`config.mk`:
```
export PLATFORM = sky130hd
export DESIGN_NAME = div_requester
export DESIGN_NICKNAME = d
export VERILOG_FILES = /design/src/rtl/div_req_pkg.sv /design/src/rtl/div_req_timer.sv /design/src/rtl/div_requester.sv
export SDC_FILE = /design/constraint.sdc
export NUM_CORES = 1
export LEC_CHECK = 0
export CAP_MARGIN = 30
export CELL_PAD_IN_SITES_DETAIL_PLACEMENT = 0
export CELL_PAD_IN_SITES_GLOBAL_PLACEMENT = 1
export CORE_MARGIN = 3
export CORE_UTILIZATION = 34
export DETAILED_ROUTE_END_ITERATION = 8
export PLACE_DENSITY_LB_ADDON = 0.15
export SYNTH_ARGS = -nofsm -noshare
export SYNTH_HDL_FRONTEND = slang
export SYNTH_SLANG_ARGS = --single-unit
```
`constraint.sdc`:
```
create_clock -name Clock -period 5.26 [get_ports Clock]
set_input_delay 0.526 -clock Clock [delete_from_list [all_inputs] [get_ports Clock]]
set_output_delay 0.526 -clock Clock [all_outputs]
set_load 0.02 [all_outputs]
```
`src/rtl/div_req_pkg.sv`:
```
// Shared types for the divider requester: handshake FSM states and timer sizing.
package div_req_pkg;

    typedef enum logic [1:0] {
        IDLE = 2'd0,
        REQ  = 2'd1,
        REL  = 2'd2,
        OUT  = 2'd3
    } req_state_t;

    localparam int DEFAULT_TIMEOUT = 255;

    // Counter must hold values up to the timeout limit.
    function automatic int timer_width(input int limit);
        return (limit < 2) ? 1 : $clog2(limit + 1);
    endfunction

endpackage

```
`src/rtl/div_req_timer.sv`:
```
// Clear/enable cycle counter; expire is registered and is high on the LIMIT-th enabled
// cycle after a clear.
module div_req_timer #(
    parameter int LIMIT = 255,
    parameter int W     = 8
) (
    input  logic Clock,
    input  logic Reset,
    input  logic clear,
    input  logic enable,
    output logic expire
);

    localparam logic [W-1:0] LAST_BUT_ONE = W'(LIMIT - 2);

    logic [W-1:0] count_reg;
    logic         expire_reg;

    always_ff @(posedge Clock) begin
        if (Reset || clear) begin
            count_reg  <= '0;
            expire_reg <= 1'b0;
        end else if (enable) begin
            count_reg  <= count_reg + 1'b1;
            expire_reg <= (count_reg == LAST_BUT_ONE);
        end
    end

    assign expire = expire_reg;

endmodule

```
`src/rtl/div_requester.sv`:
```
// Initiator side of the divider Req/Done four-phase handshake with valid/ready streams.
// Optional DIVZERO_CHECK_EN: zero divisors are answered locally with an error result.
module div_requester
    import div_req_pkg::*;
#(
    parameter int WIDTH          = 8,
    parameter int TIMEOUT_CYCLES = DEFAULT_TIMEOUT
) (
    input  logic             Clock,
    input  logic             Reset,
    input  logic             InValid,
    output logic             InReady,
    input  logic [WIDTH-1:0] InDividend,
    input  logic [WIDTH-1:0] InDivisor,
    output logic             Req,
    input  logic             Done,
    output logic [WIDTH-1:0] Dividend,
    output logic [WIDTH-1:0] Divisor,
    input  logic [WIDTH-1:0] Quotient,
    input  logic [WIDTH-1:0] Remainder,
    output logic             OutValid,
    input  logic             OutReady,
    output logic [WIDTH-1:0] OutQuot,
    output logic [WIDTH-1:0] OutRem,
    output logic             OutError
);

    localparam int TIMER_W = timer_width(TIMEOUT_CYCLES);

    req_state_t       state_reg, state_next;
    logic [WIDTH-1:0] dividend_reg, dividend_next;
    logic [WIDTH-1:0] divisor_reg, divisor_next;
    logic [WIDTH-1:0] quot_reg, quot_next;
    logic [WIDTH-1:0] rem_reg, rem_next;
    logic             err_reg, err_next;
    logic             in_ready_reg, req_reg, out_valid_reg;
    logic             expire;

    // Timer restarts on every state change so REQ and REL each get a full budget.
    div_req_timer #(.LIMIT(TIMEOUT_CYCLES), .W(TIMER_W)) timer_inst (
        .Clock  (Clock),
        .Reset  (Reset),
        .clear  (state_next != state_reg),
        .enable ((state_reg == REQ) || (state_reg == REL)),
        .expire (expire)
    );

    always_comb begin
        state_next    = state_reg;
        dividend_next = dividend_reg;
        divisor_next  = divisor_reg;
        quot_next     = quot_reg;
        rem_next      = rem_reg;
        err_next      = err_reg;
        case (state_reg)
            IDLE: begin
                if (InValid) begin
                    dividend_next = InDividend;
                    divisor_next  = InDivisor;
                    quot_next     = '0;
                    rem_next      = '0;
                    err_next      = 1'b0;
                    state_next    = REQ;
`ifdef DIVZERO_CHECK_EN
                    if (InDivisor == '0) begin
                        quot_next  = '1;
                        rem_next   = InDividend;
                        err_next   = 1'b1;
                        state_next = OUT;
                    end
`endif
                end
            end
            REQ: begin
                // Done wins over a timeout landing on the same cycle.
                if (Done) begin
                    quot_next  = Quotient;
                    rem_next   = Remainder;
                    state_next = REL;
                end else if (expire) begin
                    quot_next  = '0;
                    rem_next   = '0;
                    err_next   = 1'b1;
                    state_next = REL;
                end
            end
            REL: begin
                if (!Done) begin
                    state_next = OUT;
                end else if (expire) begin
                    quot_next  = '0;
                    rem_next   = '0;
                    err_next   = 1'b1;
                    state_next = OUT;
                end
            end
            OUT: begin
                if (OutReady) state_next = IDLE;
            end
            default: state_next = IDLE;
        endcase
    end

    always_ff @(posedge Clock) begin
        if (Reset) begin
            state_reg     <= IDLE;
            dividend_reg  <= '0;
            divisor_reg   <= '0;
            quot_reg      <= '0;
            rem_reg       <= '0;
            err_reg       <= 1'b0;
            in_ready_reg  <= 1'b1;
            req_reg       <= 1'b0;
            out_valid_reg <= 1'b0;
        end else begin
            state_reg     <= state_next;
            dividend_reg  <= dividend_next;
            divisor_reg   <= divisor_next;
            quot_reg      <= quot_next;
            rem_reg       <= rem_next;
            err_reg       <= err_next;
            in_ready_reg  <= (state_next == IDLE);
            req_reg       <= (state_next == REQ);
            out_valid_reg <= (state_next == OUT);
        end
    end

    assign InReady  = in_ready_reg;
    assign Req      = req_reg;
    assign OutValid = out_valid_reg;
    assign Dividend = dividend_reg;
    assign Divisor  = divisor_reg;
    assign OutQuot  = quot_reg;
    assign OutRem   = rem_reg;
    assign OutError = err_reg;

endmodule
```
==> results.md <==
* Max_slew headroom at around 44%
* Max Transition Viols Final at 0
* Biggest area consumer among synthesized cells: dfxtp_1
* Total CTS buffers at 5
* PwrDens at about 290 nW/um^2
* Vias at around 1800
* Die ar. at slightly below 7000 sq um
* Pre-CTS WS at around 2.9 ns
* Routed len/inst at ~13 um
* Top cell type's share of synthesized area at 46.48%
* DP HPWL at about 3.4 mm
* Required @ worst endpoint at 5.49 ns
* Critical path startpoint category: flop
* DRC at 0
* Gpl congestion at ~0.74
* CP Capture Type: flop
* Skew-Pair Late Insertion Delay at about 0.30 ns
* Crit path cell chain: inv_1 > ha_1 > inv_1 > a211oi_4 > o21ai_0 > a21oi_1
* Die width at around 83 um
* Metal-1 WL at roughly 2.4 mm
* Share of cells above drive strength 1 at 6.515%
* RSZ-0062 raised after global routing: no
* Crit Path Class: flop to flop
* Yosys warning total at 0
* Cells after Synth at 239
* Clock slew at reported path FFs at roughly 0.090 ns
* Layout overhead on the synthesized area at 41.78%
* Port Buffer Count at 72
* Top_reg_cell synth: dfxtp_1
* Root buf cell: clkbuf_8
* First-pass DRT Iterations at 4
* Wirelength, routed at between 4 and 5 mm
* Clock Tree Buf Depth at 2
* Initial antenna violation count at 0
* Hold Slack at between 0.4 and 0.5 ns
* Vias per std cell at 4.789
* Post-synth EDFFs at 0
* Sequential share of power at a little under half
* Sequential-to-total area share from yosys stat at 46.48%
* Cts repair resizes at 0
* Post-synth net total at around 280
* Worst Skew at 0.006734 ns
* Fin crit period at 2.377 ns
* Filler cells at approximately 540
* Yosys reg bits at 47
* Uppermost layer routed: met4
* Top cells by count, synth: 55 x nand2_1, 47 x dfxtp_1, 35 x a21oi_1
* Distinct cells, synth at 40
* Vias in the first global route at 1710
* Post-CTS setup buffers at 0
* Sink Count at 47
* Top-count cell post-synth: nand2_1
* Max Clk Rate at around 0.42 GHz
* Clock power frac at 32.0%
* WP data arrival at about 2.6 ns
* Fin worst setup slack at ~2.9 ns
* CP max stage cell: a211oi_4
* Worst Max-Slew Pin Slew at slightly above 0.8 ns
* Pleak at approximately 1 nW
* Initial Util at between 30% and 40%
* HP Class: flop to flop
* First DRT Iteration DRCs at approximately 110
* Net Sw Frac at roughly 29%
* Largest net degree at the start of global routing at 38
* Final Hold Viols at 0
* Die H at slightly above 80 um
* GRT Util Overall at between 10% and 20%
* Synth Cell Area at 2024 sq um
* Area of the core at around 5600 sq um
* Routed wl met3 at around 310 um
* WL met2 at 2.106 mm
* Ant. Diodes at 0
* Max FO, Critical Path at 16
* Remaining antenna violation count at 0
* I/O pins at 73
* Nets at 350
* Status: complete, no violations
* Final setup viols at 0
* Main area contributors after synthesis: dfxtp_1 46%, nand2_1 10%, a21oi_1 8.7%
* Fin crit share at roughly 45%
* FP Rows at 27
* Int Pwr at ~600 uW
* CTS tree: done
* Switch Pwr at roughly 240 uW
* Max-Cap Viols at 0
* VDD IR max at roughly 0.18 mV
* Global-route wire length before repair at a little over 8 mm
* CTS Hold Bufs at 0
* Total negative slack at 0 ns
* CP max stage delay at between 0.6 and 0.7 ns
* Htree depth at 2
* Combinational share of power at 22.1%
* Async set-reset flop share out of synthesis at 0%
* CP most frequent cell: inv_1
* Total congestion overflow at 0
* Synth Area per Inst at 8.470 sq um
stage by stage:
stage               cell area, sq um  util [%]  std cells  power (mW)
floorplan                       2024         -        239      0.5111
global placement                2754     48.81        371      0.5850
detailed placement              2754     48.81        371      0.5855
CTS                             2870     50.88        379      0.8586
global route                    2870     50.88        379      0.8945
finish                          2870     50.88        379      0.8451
cell type report:
cell class,count,area [sq um],area share (%)
multi-input cells,172,968.4,33.74
flip-flops and latches,47,940.9,32.78
repair buffers,73,728.2,25.37
well taps,72,90.09,3.139
clock buffers,5,68.82,2.398
clock inverters,3,47.55,1.656
inverters,7,26.28,0.9154
worst paths after layout:
kind	cells past startpoint	to	from	slack, ns
setup reg to reg	6	OutRem[0]	state_reg[1]	2.88
setup / recovery	6	OutRem[0]	state_reg[1]	2.88
hold / removal	2	Divisor[1]	Divisor[1]	0.46
hold reg to reg	2	Divisor[1]	Divisor[1]	0.46
kinds of logic after synthesis:
logic type	after synthesis	synth area share, %
and+or+nand+nor	94	21.82
AOI/OAI and AO/OA	64	18.67
DFF	47	46.48
buffers and inverters	20	5.686
xor gates and xnor gates	7	3.028
adders and majority gates	7	4.326
routing by layer:
layer / vias to the layer above / global-route usage (%)
met5: - / 0
met4: 0 / 5.349
met3: 5 / 4.167
met2: 50 / 21.28
met1: 826 / 19.87
li1: 934 / -
placed cells by master (no fill, tap or decap), types with 4 or more instances in the layout:
| cell type | synthesis | final |
|---|---|---|
| clkdlybuf4s50_1 | 0 | 72 |
| nand2_1 | 55 | 55 |
| dfxtp_1 | 47 | 47 |
| a21oi_1 | 35 | 35 |
| nor2_1 | 14 | 14 |
| o21ai_1 | 10 | 10 |
| o21ai_0 | 8 | 8 |
| ha_1 | 7 | 7 |
| inv_1 | 6 | 6 |
| nand4_1 | 5 | 5 |
| clkbuf_8 | 1 | 5 |
| xor2_1 | 4 | 4 |
power groups by stage:
stage | sequential [mW] | combinational, mW | clock, mW
after floorplan | 0.414 | 0.0966 | 0
after global placement | 0.397 | 0.188 | 0
after detailed placement | 0.397 | 0.188 | 0
after CTS | 0.389 | 0.189 | 0.281
after global routing | 0.392 | 0.206 | 0.296
final | 0.388 | 0.186 | 0.270
worst max-delay path, delay by kind of cell (launching register included):
family                   cells  cell delay [ns]
AO/OA/AOI/OAI                3             0.98
flip-flops                   1             0.49
adder cells (fa/ha/maj)      1             0.52
buffers and inverters        2             0.31
Note: power is estimated with default switching activity, not from simulation.
